==> src/rtl/serial_adder_arbiter.sv <==
// -----------------------------------------------------------------------------
// serial_adder_arbiter
//
// Purpose:
//   Two operand producers share one full-adder cell. A round-robin arbiter
//   grants one requester at a time. The granted operand pair is summed bit
//   serially, LSB first, one bit per clock, with a registered carry. The
//   result is then held in an output register until the consumer takes it.
//   This trades WIDTH+2 cycles of latency for the area of a single full adder.
//
// Optional feature:
//   `SERIAL_ADDER_SUB_EN  adds iSub0/iSub1. When the granted iSub is 1 the
//   block computes A-B modulo 2^WIDTH. oCarryOut=1 then means "no borrow".
//   When the macro is undefined the ports are absent and the block only adds.
//
// Parameters:
//   WIDTH        operand/result width in bits (>= 2)
//
// Ports:
//   iClk         clock, rising edge
//   iRst         asynchronous active-high reset
//   iReqValid0/1 requester N has an operand pair
//   iOpA0/1      operand A of requester N
//   iOpB0/1      operand B of requester N
//   iSub0/1      subtract select of requester N (only with SERIAL_ADDER_SUB_EN)
//   oReqReady0/1 grant (combinational; high only in IDLE, for the winner)
//   oResValid    result register holds a valid result
//   iResReady    consumer accepts the result when oResValid is high
//   oResult      WIDTH-bit sum (or difference)
//   oCarryOut    carry out of bit WIDTH-1
//   oResId       index of the requester that owns the result
// -----------------------------------------------------------------------------
module serial_adder_arbiter #(
    parameter int WIDTH = 8
) (
    input  logic             iClk,
    input  logic             iRst,
    input  logic             iReqValid0,
    input  logic             iReqValid1,
    input  logic [WIDTH-1:0] iOpA0,
    input  logic [WIDTH-1:0] iOpA1,
    input  logic [WIDTH-1:0] iOpB0,
    input  logic [WIDTH-1:0] iOpB1,
`ifdef SERIAL_ADDER_SUB_EN
    input  logic             iSub0,
    input  logic             iSub1,
`endif
    output logic             oReqReady0,
    output logic             oReqReady1,
    output logic             oResValid,
    input  logic             iResReady,
    output logic [WIDTH-1:0] oResult,
    output logic             oCarryOut,
    output logic             oResId
);

    localparam int CNT_W = $clog2(WIDTH + 1);

    typedef enum logic [1:0] {
        IDLE  = 2'd0,
        SHIFT = 2'd1,
        DONE  = 2'd2
    } state_t;

    // The single shared adder cell: returns {carry_out, sum}.
    function automatic logic [1:0] full_adder(input logic a, input logic b, input logic cin);
        logic s;
        logic c;
        s = a ^ b ^ cin;
        c = (a & b) | (a & cin) | (b & cin);
        return {c, s};
    endfunction

    state_t           state;
    logic [WIDTH-1:0] a_sh;
    logic [WIDTH-1:0] b_sh;
    logic [WIDTH-1:0] res_sh;
    logic             carry_q;
    logic [CNT_W-1:0] cnt;
    logic             last_id;   // requester served most recently

    logic             win_id;
    logic             accept;
    logic             carry_init;
    logic             b_bit;
    logic             sum_bit;
    logic             cout_bit;
    logic             last_shift;

`ifdef SERIAL_ADDER_SUB_EN
    logic sub_q;
    logic win_sub;
    assign win_sub    = win_id ? iSub1 : iSub0;
    // Two's-complement subtract: invert B and start with carry-in 1.
    assign carry_init = win_sub;
`else
    logic sub_q;
    assign sub_q      = 1'b0;
    assign carry_init = 1'b0;
`endif

    // Round-robin: with both valid, the one not served last wins. last_id
    // resets to 1 so requester 0 has priority straight out of reset.
    always_comb begin
        win_id = 1'b0;
        if (iReqValid0 && iReqValid1) begin
            win_id = ~last_id;
        end else if (iReqValid1) begin
            win_id = 1'b1;
        end
    end

    assign oReqReady0 = (state == IDLE) && iReqValid0 && !win_id;
    assign oReqReady1 = (state == IDLE) && iReqValid1 &&  win_id;
    assign accept     = oReqReady0 || oReqReady1;

    assign b_bit                = b_sh[0] ^ sub_q;
    assign {cout_bit, sum_bit}  = full_adder(a_sh[0], b_bit, carry_q);
    assign last_shift           = (cnt == CNT_W'(WIDTH - 1));

    always_ff @(posedge iClk or posedge iRst) begin
        if (iRst) begin
            state     <= IDLE;
            a_sh      <= '0;
            b_sh      <= '0;
            res_sh    <= '0;
            carry_q   <= 1'b0;
            cnt       <= '0;
            last_id   <= 1'b1;
            oResValid <= 1'b0;
            oResult   <= '0;
            oCarryOut <= 1'b0;
            oResId    <= 1'b0;
`ifdef SERIAL_ADDER_SUB_EN
            sub_q     <= 1'b0;
`endif
        end else begin
            case (state)
                IDLE: begin
                    if (accept) begin
                        a_sh    <= win_id ? iOpA1 : iOpA0;
                        b_sh    <= win_id ? iOpB1 : iOpB0;
                        carry_q <= carry_init;
                        cnt     <= '0;
                        oResId  <= win_id;
                        last_id <= win_id;
`ifdef SERIAL_ADDER_SUB_EN
                        sub_q   <= win_sub;
`endif
                        state   <= SHIFT;
                    end
                end

                SHIFT: begin
                    // Sum bits enter from the MSB side so that after WIDTH
                    // shifts the first (LSB) sum bit sits at bit 0.
                    a_sh    <= a_sh >> 1;
                    b_sh    <= b_sh >> 1;
                    res_sh  <= {sum_bit, res_sh[WIDTH-1:1]};
                    carry_q <= cout_bit;
                    cnt     <= cnt + CNT_W'(1);
                    if (last_shift) begin
                        oResult   <= {sum_bit, res_sh[WIDTH-1:1]};
                        oCarryOut <= cout_bit;
                        oResValid <= 1'b1;
                        state     <= DONE;
                    end
                end

                DONE: begin
                    if (iResReady) begin
                        oResValid <= 1'b0;
                        state     <= IDLE;
                    end
                end

                default: begin
                    state <= IDLE;
                end
            endcase
        end
    end

endmodule

==> config.mk <==
export PLATFORM = sky130hd
export DESIGN_NAME = serial_adder_arbiter
export DESIGN_NICKNAME = d
export VERILOG_FILES = /design/src/rtl/serial_adder_arbiter.sv
export SDC_FILE = /design/constraint.sdc
export NUM_CORES = 1
export LEC_CHECK = 0
export CORE_MARGIN = 2
export CORE_UTILIZATION = 45
export DETAILED_ROUTE_END_ITERATION = 10
export PLACE_DENSITY = 0.7
export SKIP_CTS_REPAIR_TIMING = 1
export SYNTH_ARGS = -nofsm -noshare
export SYNTH_HDL_FRONTEND = slang
export SYNTH_SLANG_ARGS = --single-unit
==> constraint.sdc <==
create_clock -name iClk -period 2.1 [get_ports iClk]
set_input_delay 0.525 -clock iClk [delete_from_list [all_inputs] [get_ports iClk]]
set_output_delay 0.525 -clock iClk [all_outputs]
set_load 0.01 [all_outputs]
; ---- After elaboration in Yosys (flattened, before gate mapping)
; Index checks and enable logic that the tools add are counted.
[op_classes]
n_mul = 0
n_div = 0
reduce_logical = 15
mux = 19
magnitude_cmp = 0
n_shift = 0
n_addsub = 1
eq_ne = 6
bitwise_logic = 8
[op_table]
columns = op, count
row1 = 8-bit two-way mux, 4
row2 = 8-bit case mux with 2 select lines, 2
row3 = 4-bit case mux with 2 select lines, 1
row4 = 2-bit two-way mux, 3
row5 = "2-bit inequality test, second input constant", 3
row6 = 2-bit case mux with 3 select lines, 1
row7 = 2-bit AND reduction, 3
row8 = 3-bit AND reduction, 2
row9 = 1-bit logical AND, 5
row10 = 1-bit two-way mux, 5
row11 = "4-bit by 1-bit adder with 4-bit output, second input constant", 1
row12 = "4-bit by 3-bit == test with 1-bit output, second input constant", 1
row13 = 4-bit two-way mux, 1
row14 = 1-bit case mux with 2 select lines, 2
row15 = 2-bit nonzero test, 2
row16 = 1-bit AND, 3
row17 = "2-bit by 1-bit == test with 1-bit output, second input constant", 1
row18 = "2-bit == test, second input constant", 1
row19 = 2-bit logical NOT, 1
row20 = 1-bit OR, 2
row21 = 1-bit XOR, 2
row22 = 1-bit logical NOT, 1
row23 = 1-bit logical OR, 1
row24 = 1-bit inverter, 1
[totals]
latch_bits = 0
ramBits = 0
out_inout_bits = 13
ff_bits = 43
in_bits = 37
rom_bits = 0
memories = 0

; ---- Logic depth before layout (Yosys ltp)
; Gate-level depths: netlist of run 1.
[depth]
ltp_word = 7
ltp_mapped = 5

; ---- Worst setup path after synthesis of run 1
; Ideal clock, no wire load.
[synth_timing]
path_type = in2out
start = input iReqValid1
end = output oReqReady1
arrival_time_ns = 1.196
n_path_buf = 2
path_slack_ns = 0.379
required_ns = 1.575
stages = 4
path_cell_list = a21bo_1 -> buf_2 -> buf_6 -> nor3_2
[synth_via]
elab_chain_len = 3
[synth_rtl]
columns = item, line_no
row1 = start: declaration, 39  ; input logic iReqValid1,
row2 = 1-bit two-way mux or 1-bit logical AND (tied branches), "108, 106"
row3 = 1-bit two-way mux, 106  ; if (iReqValid0 && iReqValid1) begin
row4 = 1-bit logical AND (*), 114  ; assign oReqReady1 = (state == IDLE) && iReqValid1 && win_id;
row5 = end: declaration, 49  ; output logic oReqReady1,
; Every way passes the cells marked *; elsewhere a longest branch is shown, timed or not.

; ---- Worst setup path after layout of run 1
[layout_timing]
start = register state[1]
end = output oReqReady0
[layout_via]
elab_chain_len = 3
[layout_rtl]
columns = item, line_no
row1 = start: declaration, 74  ; state_t state;
row2 = start signal: assignment, 123  ; state <= IDLE;
row3 = start signal: assignment, 150  ; state <= SHIFT;
row4 = start signal: assignment, 166  ; state <= DONE;
row5 = 2-bit logical NOT, 113  ; assign oReqReady0 = (state == IDLE) && iReqValid0 && !win_id;
row6 = 1-bit logical AND (2 in a row), 113
row7 = end: declaration, 48  ; output logic oReqReady0,
; Every way passes these cells.

==> summary.txt, run 1 <==
Power
  • Sw frac: 0.343
  • Power share of the combinational group: 0.460
  • Int Power: 2530 µW
  • Clk pwr share: 0.166
  • Leak: 0.00120 µW
  • P per Cell Area: 1370 nW/µm²
  • Max IR drop VDD: 0.674 mV
  • Switch Pwr: 1320 µW
  • Reg power frac: 0.375

Logic synthesis
  • Yosys cell types: 30
  • Synthesized area: 2110 µm²
  • Post-synthesis sequential area ratio: 0.499
  • Seq cells post-synth: 42
  • Mapped Avg Cell Area: 11.4 µm²
  • Mapped Cells: 185
  • YS warnings: 0
  • Syn_nets: 224

Flow run
  • Total of max-cap violations: 0

Clock tree
  • Clock root buffer: clkbuf_8
  • Clk sinks: 42
  • Clock slew at reported path FFs: 0.08 ns
  • CTS tree: done
  • Clock buffer count from CTS: 5
  • Clock Latency Late Sink: 0.29 ns
  • Worst-case clock buffer depth: 2
  • H-tree depth: 2

Critical path
  • Critical path arrival: 1.28 ns
  • Worst r2r src: state[0]
  • R2R depth: 5
  • CP startpoint kind: flip-flop
  • Register-to-register setup slack: 0.36 ns
  • RR Endpoint: oResult[3]
  • Max FO, Critical Path: 4
  • End point of the critical path: oReqReady0
  • Worst Setup SP: state[1]
  • WP data required: 1.57 ns
  • Crit Path Class: flip-flop to output port
  • CP endpoint kind: output port

Timing
  • Max transition margin: 0.737
  • Min Hold Slack: 0.486 ns
  • Final setup violation count: 0
  • RSZ-0062 raised after global routing: false
  • Worst-Margin Slew: 0.394 ns
  • Final Hold Fails: 0
  • Top achievable clock speed: 555 MHz
  • Sum of negative setup slack: 0 ns
  • Min Tclk post-route: 1.80 ns
  • Clk_skew: 0.00514 ns
  • Period utilization: 0.857
  • Post-route setup slack: 0.300 ns
  • Max Slew Vio Count: 0

Place
  • Pre-CTS setup slack: -0.380 ns
  • DPL Wire Length: 3590 µm
  • Port Buffers: 49
  • Routability cong.: 0.797
  • Cell Area, Placed: 2710 µm²

Layout
  • Commonest non-fill, non-tap cell in the layout: clkdlybuf4s50_1
  • Layout cells sized above 1: 0.220
  • Diodes inserted: 0
  • NumNets Final: 280
  • Layout overhead on the synthesized area: 33.4%
  • Commonest non-fill, non-tap cells in the layout: clkdlybuf4s50_1, dfrtp_1, o21ai_0
  • Final non-filler cell area: 2810 µm²
  • Final core occ: 0.633

Routing
  • DR WL/cell: 17.0 µm
  • Detailed Routing Iterations Pass 1: 4
  • Remaining DRCs: 0
  • Via/cell ratio: 5.72
  • Post-Route WL: 4990 µm
  • Routed via count: 1,676
  • Initial DRC count: 125
  • Final ANT Viol Nets: 0

Worst hold path
  • Hold Crit Class: flip-flop to flip-flop
  • Hold path start: oResId

Die
  • Area of the die: 5250 µm²
  • Die H: 72.5 µm
  • Core Area: 4440 µm²
  • Starting Density: 0.475
  • Num rows: 24
  • Die Wd: 72.5 µm
  • IO Pins: 50

Run status
  • Status: finished clean

Global routing
  • First-pass GRT wire length: 8350 µm
  • Number of global-route vias before repair: 1,788
  • Gr usage total: 0.207
  • Gr ovfl total: 0
  • Pin count of the biggest net entering global routing: 31
  • Initial antenna violation count: 0
## worst max-delay path, cell delays in order, from the launching register on
cell and delay [ns]:
dfrtp_1 0.43, nor2_1 0.19, nand2_1 0.09, a21oi_1 0.12, clkbuf_2 0.15
## cell usage after synthesis
library cell,n,share of area
a211oi_1,1,0.0036
nand3_1,1,0.0024
o21ai_0,19,0.045
buf_2,8,0.019
dfrtp_1,41,0.49
a221oi_2,7,0.050
a31oi_1,1,0.0030
buf_6,1,0.0053
o31ai_1,17,0.060
nor3b_1,1,0.0036
ha_1,1,0.0059
a21o_1,2,0.0071
nor2b_1,16,0.047
nor2_1,4,0.0071
inv_1,3,0.0053
a21oi_1,2,0.0047
mux2i_1,2,0.0095
or2_2,1,0.0030
o22ai_1,1,0.0030
fa_1,1,0.0095
dfstp_2,1,0.012
a221oi_1,7,0.029
a21bo_1,1,0.0047
mux2_2,17,0.091
clkbuf_1,6,0.011
a22o_1,2,0.0083
nand2_1,4,0.0071
nor3_2,2,0.0095
and2_1,14,0.042
and4b_1,1,0.0047
## logic make-up (layout without fill, tap and decap cells)
logic type                 after synthesis  after routing  synth area share
AOI/OAI and AO/OA                       60             60             0.219
and+or+nand+nor                         44             44             0.126
DFF                                     42             42             0.499
muxes                                   19             19             0.100
buffers and inverters                   18             74            0.0403
adders and majority gates                2              2            0.0154
## power groups by stage
stage               logic (µW)  clock network (µW)  registers [µW]
finish                    1770                 638            1440
floorplan                 1140                   0            1430
global route              1960                 684            1500
detailed placement        1780                   0            1450
CTS                       1800                 655            1440
global placement          1700                   0            1420
## stage by stage
stage          power, µW  instances
2_1_floorplan       2580        185
3_5_place_dp        3230        286
5_1_grt             4150        293
6_report            3850        293
3_3_place_gp        3120        286
4_1_cts             3900        293
## how the worst min path moves through the flow
stage               cells past startpoint  slack [ns]  endpoint
finish                                  1        0.49    oResId
detailed placement                      1        0.48    oResId
global route                            1        0.51    oResId
CTS                                     1        0.49    oResId
floorplan                               1        0.47    cnt[2]
global placement                        1        0.46    oResId
## registers in the layout, summed over array words and instances, names as in the netlist
| register | count |
|---|---|
| a_sh | 8 |
| b_sh | 8 |
| oResult | 8 |
| res_sh | 7 |
| cnt | 4 |
| state | 2 |
| carry_q | 1 |
| last_id | 1 |
| oCarryOut | 1 |
| oResId | 1 |
| oResValid | 1 |
## per-layer routing
| layer | vias up | routed length [µm] | part of all wire | track usage |
|---|---|---|---|---|
| met4 | 0 | 106 | 0.021 | 0.0905 |
| li1 | 788 | - | - | - |
| met2 | 45 | 2490 | 0.50 | 0.349 |
| met5 | - | 0 | 0 | 0 |
| met3 | 10 | 222 | 0.045 | 0.0556 |
| met1 | 833 | 2170 | 0.44 | 0.249 |
## layout make-up
cell class                 count  area (µm²)
fill                         339        1630
sequential                    42        1050
multi-input combinational    125         975
timing repair buffer          64         598
clock buffer                   6        82.6
tap                           52        65.1
clock inverter                 1        30.0
inverter                       3        11.3
(Power assumes the default switching activity.)
==> run 2: changes to the inputs <==
--- a/config.mk
+++ b/config.mk
@@ -5,10 +5,12 @@
 export SDC_FILE = /design/constraint.sdc
 export NUM_CORES = 1
 export LEC_CHECK = 0
+export CELL_PAD_IN_SITES_DETAIL_PLACEMENT = 1
+export CELL_PAD_IN_SITES_GLOBAL_PLACEMENT = 2
 export CORE_MARGIN = 2
-export CORE_UTILIZATION = 45
+export CORE_UTILIZATION = 32
 export DETAILED_ROUTE_END_ITERATION = 10
-export PLACE_DENSITY = 0.7
+export PLACE_DENSITY = 0.77
 export SKIP_CTS_REPAIR_TIMING = 1
 export SYNTH_ARGS = -nofsm -noshare
 export SYNTH_HDL_FRONTEND = slang
==> run 2 against run 1 <==
Compared with the run above: worst setup slack lost 0.30 ns; power grew 0.86%; first-iteration DRC count shrank 62%; the flow now finishes with violations (negative setup slack); global-route usage shrank 4.7 points; non-clock buffer count is the same; clock skew grew 0.0064 ns; critical endpoint is now oReqReady1; clock-buffer cell count shrank 1; clock power grew 2%; register-to-register slack gained 0.02 ns; worst hold slack lost 0.0042 ns.
==> summary.txt, run 2 (synthesized netlist as in run 1, its figures left out) <==
Flow run
  • Total of max-cap violations: 0 (unchanged)

Critical path
  • WP data required: 1.57 ns (about the same)
  • CP endpoint kind: output port (unchanged)
  • Max FO, Critical Path: 2 (was 4)
  • Critical path arrival: 1.58 ns (was 1.28 ns)
  • CP startpoint kind: primary input (was flip-flop)
  • Crit Path Class: primary input to output port (was flip-flop to output port)

Die
  • Die H: 85.2 µm (was 72.5 µm)
  • Starting Density: 0.332 (was 0.475)
  • Area of the die: 7260 µm² (was 5250 µm²)
  • Die Wd: 85.2 µm (was 72.5 µm)
  • IO Pins: 50 (unchanged)
  • Num rows: 29 (was 24)
  • Core Area: 6350 µm² (was 4440 µm²)

Worst hold path
  • Hold Crit Class: flip-flop to flip-flop (unchanged)

Clock tree
  • Clk sinks: 42 (unchanged)
  • Clock slew at reported path FFs: 0.09 ns (was 0.08 ns)
  • CTS tree: done (unchanged)
  • Worst-case clock buffer depth: 2 (unchanged)
  • H-tree depth: 2 (unchanged)
  • Clock Latency Late Sink: 0.29 ns (about the same)
  • Clock buffer count from CTS: 5 (unchanged)
  • Clock root buffer: clkbuf_8 (unchanged)

Run status
  • Failing checks: negative setup slack
  • Status: complete, but fails checks (was finished clean)

Layout
  • Final non-filler cell area: 2860 µm² (was 2810 µm²)
  • Layout cells sized above 1: 0.219 (was 0.220)
  • Commonest non-fill, non-tap cell in the layout: clkdlybuf4s50_1 (unchanged)
  • Commonest non-fill, non-tap cells in the layout: clkdlybuf4s50_1, dfrtp_1, o21ai_0 (unchanged)
  • Layout overhead on the synthesized area: 35.7% (was 33.4%)
  • Filler cell count: 704 (was 339)
  • Regs by FF count: a_sh (8), b_sh (8), oResult (8) (unchanged)
  • NumNets Final: 280 (unchanged)
  • Diodes inserted: 0 (unchanged)
  • Non-filler instance count after layout: 319 (was 293)

Global routing
  • Gr ovfl total: 0 (unchanged)
  • Gr usage total: 0.160 (was 0.207)
  • Pin count of the biggest net entering global routing: 43 (was 31)
  • Number of global-route vias before repair: 1,855 (was 1,788)
  • Initial antenna violation count: 0 (unchanged)
  • First-pass GRT wire length: 9300 µm (was 8350 µm)

Timing
  • Worst-Margin Slew: 0.418 ns (was 0.394 ns)
  • Clk_skew: 0.0115 ns (was 0.00514 ns)
  • Min Hold Slack: 0.481 ns (was 0.486 ns)
  • Max transition margin: 0.721 (was 0.737)
  • Period utilization: 1.00 (was 0.857)
  • Final setup violation count: 1 (was 0)
  • Max Slew Vio Count: 0 (unchanged)
  • Top achievable clock speed: 475 MHz (was 555 MHz)
  • Min Tclk post-route: 2.10 ns (was 1.80 ns)
  • Post-route setup slack: -0.00336 ns (was 0.300 ns)
  • Final Hold Fails: 0 (unchanged)
  • RSZ-0062 raised after global routing: true (was false)

Power
  • Int Power: 2510 µW (was 2530 µW)
  • Switch Pwr: 1370 µW (was 1320 µW)
  • Clk pwr share: 0.167 (was 0.166)
  • Leak: 0.00122 µW (was 0.00120 µW)
  • P per Cell Area: 1360 nW/µm² (was 1370 nW/µm²)
  • Power share of the combinational group: 0.462 (was 0.460)
  • Sw frac: 0.352 (was 0.343)
  • Max IR drop VDD: 0.639 mV (was 0.674 mV)
  • Reg power frac: 0.371 (was 0.375)

Routing
  • Final ANT Viol Nets: 0 (unchanged)
  • DR WL/cell: 17.3 µm (was 17.0 µm)
  • Via/cell ratio: 5.29 (was 5.72)
  • Detailed Routing Iterations Pass 1: 4 (unchanged)
  • Initial DRC count: 48 (was 125)
  • Post-Route WL: 5530 µm (was 4990 µm)
  • Remaining DRCs: 0 (unchanged)
  • Routed via count: 1,688 (was 1,676)

Place
  • Routability cong.: 0.744 (was 0.797)
  • Placed cell count: 311 (was 286)
  • Pre-CTS setup slack: -0.412 ns (was -0.380 ns)
  • DPL Wire Length: 3810 µm (was 3590 µm)
  • Port Buffers: 49 (unchanged)
  • Cell Area, Placed: 2750 µm² (was 2710 µm²)
==> run 2: layout make-up <==
type | instances | area (µm²) | share of cell area
inverters | 3 | 11.3 | 0.00393
repair buffers | 64 | 616 | 0.215
clock buffers | 5 | 68.8 | 0.0240
clock inverters | 3 | 43.8 | 0.0153
multi-input cells | 125 | 975 | 0.340
well taps | 77 | 96.3 | 0.0337
flip-flops and latches | 42 | 1050 | 0.368
==> run 2: metal layers <==
metal	GRT usage	up-vias	part of all wire
li1	-	792	-
met1	0.212	862	0.48
met2	0.275	30	0.48
met3	0.0302	4	0.032
met4	0.0303	0	0.0065
met5	0	-	0
==> run 2: critical path, stage by stage <==
cell,delay (ns)
clkdlybuf4s50_1,0.49
a21bo_1,0.23
nor3_2,0.17
clkbuf_2,0.17
==> run 2: stage by stage <==
| step | power (µW) | TNS, ns | util |
|---|---|---|---|
| global placement | 3210 | -1.79 | 0.433 |
| global route | 4170 | -0.0572 | 0.451 |
| detailed placement | 3270 | -2.22 | 0.433 |
| floorplan | 2580 | 0 | - |
| finish | 3880 | -0.00336 | 0.451 |
| CTS | 3950 | -0.712 | 0.451 |
==> run 2: path summary, 6_finish.rpt <==
path	from	to	cells past startpoint	slack [ns]
max	iReqValid1	oReqReady1	4	-0.003
min	oResId	oResId	1	0.48
max reg2reg	state[0]	oCarryOut	5	0.38
min reg2reg	oResId	oResId	1	0.48
max in group asynchronous	iRst	last_id	3	1.26
min in group asynchronous	iRst	state[0]	3	0.59
==> run 2: power groups by stage <==
stage	Sequential (µW)	Combinational [µW]	Clock [µW]
after global routing	1490	1990	699
after detailed placement	1450	1820	0
after CTS	1450	1840	666
after global placement	1440	1770	0
after floorplan	1430	1140	0
final	1440	1790	648
==> run 3: changes to the inputs <==
--- a/config.mk
+++ b/config.mk
@@ -5,11 +5,13 @@
 export SDC_FILE = /design/constraint.sdc
 export NUM_CORES = 1
 export LEC_CHECK = 0
+export CAP_MARGIN = 20
 export CELL_PAD_IN_SITES_DETAIL_PLACEMENT = 1
 export CELL_PAD_IN_SITES_GLOBAL_PLACEMENT = 2
 export CORE_MARGIN = 2
 export CORE_UTILIZATION = 32
 export DETAILED_ROUTE_END_ITERATION = 10
+export GPL_TIMING_DRIVEN = 0
 export PLACE_DENSITY = 0.77
 export SKIP_CTS_REPAIR_TIMING = 1
 export SYNTH_ARGS = -nofsm -noshare
==> run 3 against run 2 <==
Compared with the run above: the flow now finishes without violations; die area stayed put; via count shrank 2.7%; final area down 0.57%; global-route usage shrank 1.1 points; power down 0.43%; cell count increased by 0.31%; worst setup slack improved by 0.080 ns; sequential cell count unchanged; register-to-register slack got worse by 0.02 ns; clock-buffer cell count stayed put; largest power group unchanged; highest routed layer unchanged.
==> summary.txt, run 3 (synthesized netlist as in run 1, its figures left out) <==
Run status
  • Status: finished clean (was complete, but fails checks)

Clock tree
  • Clock slew at reported path FFs: 0.09 ns (about the same)
  • Worst-case clock buffer depth: 2 (unchanged)
  • Clock buffer count from CTS: 5 (unchanged)
  • Clock root buffer: clkbuf_8 (unchanged)
  • Clk sinks: 42 (unchanged)
  • H-tree depth: 2 (unchanged)
  • Clock Latency Late Sink: 0.30 ns (was 0.29 ns)
  • CTS tree: done (unchanged)

Layout
  • Layout cells sized above 1: 0.222 (was 0.219)
  • Commonest non-fill, non-tap cell in the layout: clkdlybuf4s50_1 (unchanged)
  • Non-filler instance count after layout: 320 (was 319)
  • Commonest non-fill, non-tap cells in the layout: clkdlybuf4s50_1, dfrtp_1, o21ai_0 (unchanged)
  • Regs by FF count: a_sh (8), b_sh (8), oResult (8) (unchanged)
  • Diodes inserted: 0 (unchanged)
  • Flip-flop and latch area: 1050 µm² (unchanged)
  • Layout overhead on the synthesized area: 34.9% (was 35.7%)
  • NumNets Final: 281 (was 280)
  • Filler cell count: 700 (was 704)
  • Area of the multi-input gates: 983 µm² (was 975 µm²)

Timing
  • Final setup violation count: 0 (was 1)
  • Clk_skew: 0.0106 ns (was 0.0115 ns)
  • RSZ-0062 raised after global routing: true (unchanged)
  • Max transition margin: 0.605 (was 0.721)
  • Min Tclk post-route: 2.02 ns (was 2.10 ns)
  • Worst-Margin Slew: 0.589 ns (was 0.418 ns)
  • Period utilization: 0.963 (was 1.00)
  • Final Hold Fails: 0 (unchanged)
  • Min Hold Slack: 0.389 ns (was 0.481 ns)
  • Top achievable clock speed: 494 MHz (was 475 MHz)
  • Max Slew Vio Count: 0 (unchanged)

Die
  • Core Area: 6350 µm² (unchanged)
  • Num rows: 29 (unchanged)
  • Area of the die: 7260 µm² (unchanged)
  • Die Wd: 85.2 µm (unchanged)
  • Starting Density: 0.332 (unchanged)
  • Die H: 85.2 µm (unchanged)
  • IO Pins: 50 (unchanged)

Critical path
  • CP startpoint kind: primary input (unchanged)
  • CP max stage cell: a21bo_1 (was clkdlybuf4s50_1)
  • Critical path cell sequence: clkbuf_4 > a21bo_1 > buf_4 > buf_12 > nor3_4 > buf_2 (was clkdlybuf4s50_1 > a21bo_1 > nor3_2 > clkbuf_2)
  • Worst Setup SP: iReqValid1 (unchanged)
  • Crit Path Class: primary input to output port (unchanged)
  • CP max stage delay: 0.20 ns (was 0.49 ns)
  • CP Buf/Inv Count: 4 (was 2)
  • WP data required: 1.57 ns (about the same)
  • Kind of cell adding the most delay to the critical path: buffers and inverters (unchanged)
  • Critical path arrival: 1.50 ns (was 1.58 ns)
  • Worst r2r src: state[1] (was state[0])
  • CP endpoint kind: output port (unchanged)
  • Max FO, Critical Path: 10 (was 2)

Worst hold path
  • Hold Crit Class: primary input to asynchronous set/reset pin (was flip-flop to flip-flop)

Routing
  • Final ANT Viol Nets: 0 (unchanged)
  • DR WL/cell: 16.3 µm (was 17.3 µm)
  • Remaining DRCs: 0 (unchanged)
  • Uppermost layer routed: met4 (unchanged)
  • Post-Route WL: 5230 µm (was 5530 µm)
  • Detailed Routing Iterations Pass 1: 4 (unchanged)
  • Routed via count: 1,642 (was 1,688)
  • Metal3 WL: 202 µm (was 177 µm)
  • Via/cell ratio: 5.13 (was 5.29)
  • Initial DRC count: 92 (was 48)
  • Met2 wire len: 2310 µm (was 2670 µm)
  • Met1 Routed Length: 2700 µm (was 2640 µm)

Place
  • Routability cong.: 0.736 (was 0.744)
  • Port Buffers: 49 (unchanged)
  • DPL Wire Length: 3780 µm (was 3810 µm)
  • Placed cell count: 312 (was 311)

Global routing
  • First-pass GRT wire length: 8660 µm (was 9300 µm)
  • Pin count of the biggest net entering global routing: 42 (was 43)
  • Gr ovfl total: 0 (unchanged)
  • Gr usage total: 0.149 (was 0.160)
  • Number of global-route vias before repair: 1,726 (was 1,855)
  • Initial antenna violation count: 0 (unchanged)

Power
  • P per Cell Area: 1360 nW/µm² (about the same)
  • Leak: 0.00117 µW (was 0.00122 µW)
  • Max IR drop VDD: 0.697 mV (was 0.639 mV)
  • Pwr Total: 3870 µW (was 3880 µW)

Flow run
  • Total of max-cap violations: 0 (unchanged)
[run 3: cell count changes in the layout (fill, tap and decap cells not counted), sizes merged]
cell | before | now
clkdlybuf4s50 | 46 | 45
buf | 15 | 12
clkinvlp | 0 | 1
dlymetal6s2s | 2 | 0
clkinv | 1 | 0
clkbuf | 6 | 13
[run 3: layer usage]
metal,vias to the layer above,global-route usage
li1,793,-
met1,817,0.222
met2,29,0.226
met3,3,0.0302
met4,0,0.0303
met5,-,0
[run 3: worst register-to-register path: cells and delay by family (launching register included)]
| family | cells | cell delay [ns] |
|---|---|---|
| and+or+nand+nor | 1 | 0.15 |
| buffers and inverters | 2 | 0.59 |
| muxes | 1 | 0.38 |
| DFF | 1 | 0.52 |
[run 3: metrics by stage]
stage               setup TNS (ns)  area, µm²  setup WS, ns  utilization
global placement            -21.24       2700        -0.906        0.425
CTS                          -1.69       2830        -0.926        0.446
floorplan                        0       2110         0.379            -
global route              -0.00413       2850      -0.00413        0.448
detailed placement           -6.60       2720        -0.926        0.428
finish                           0       2850        0.0769        0.448
[run 3: cell type report]
cell class,count,share of cell area
clock buffers,5,0.0242
flip-flops and latches,42,0.370
multi-input cells,125,0.345
inverters,3,0.00396
clock inverters,3,0.0171
repair buffers,50,0.173
well taps,77,0.0338
plain buffers,15,0.0325
[run 3: worst paths after layout]
check                                  end  slack, ns  cells after the start
worst max-delay path            oReqReady1       0.08                      6
min in group iClk                   oResId       0.48                      1
worst min register to register      oResId       0.48                      1
worst max register to register   res_sh[7]       0.36                      4
max in group asynchronous          last_id       1.25                      3
worst min-delay path               a_sh[5]       0.39                      2
[run 3: power by group]
group / internal [µW] / leakage (µW) / total (µW) / switching [µW]
combinational: 926 / 0.000603 / 1760 / 835
clock: 362 / 0.0000563 / 671 / 309
sequential: 1200 / 0.000513 / 1430 / 231
total: 2490 / 0.00117 / 3870 / 1370
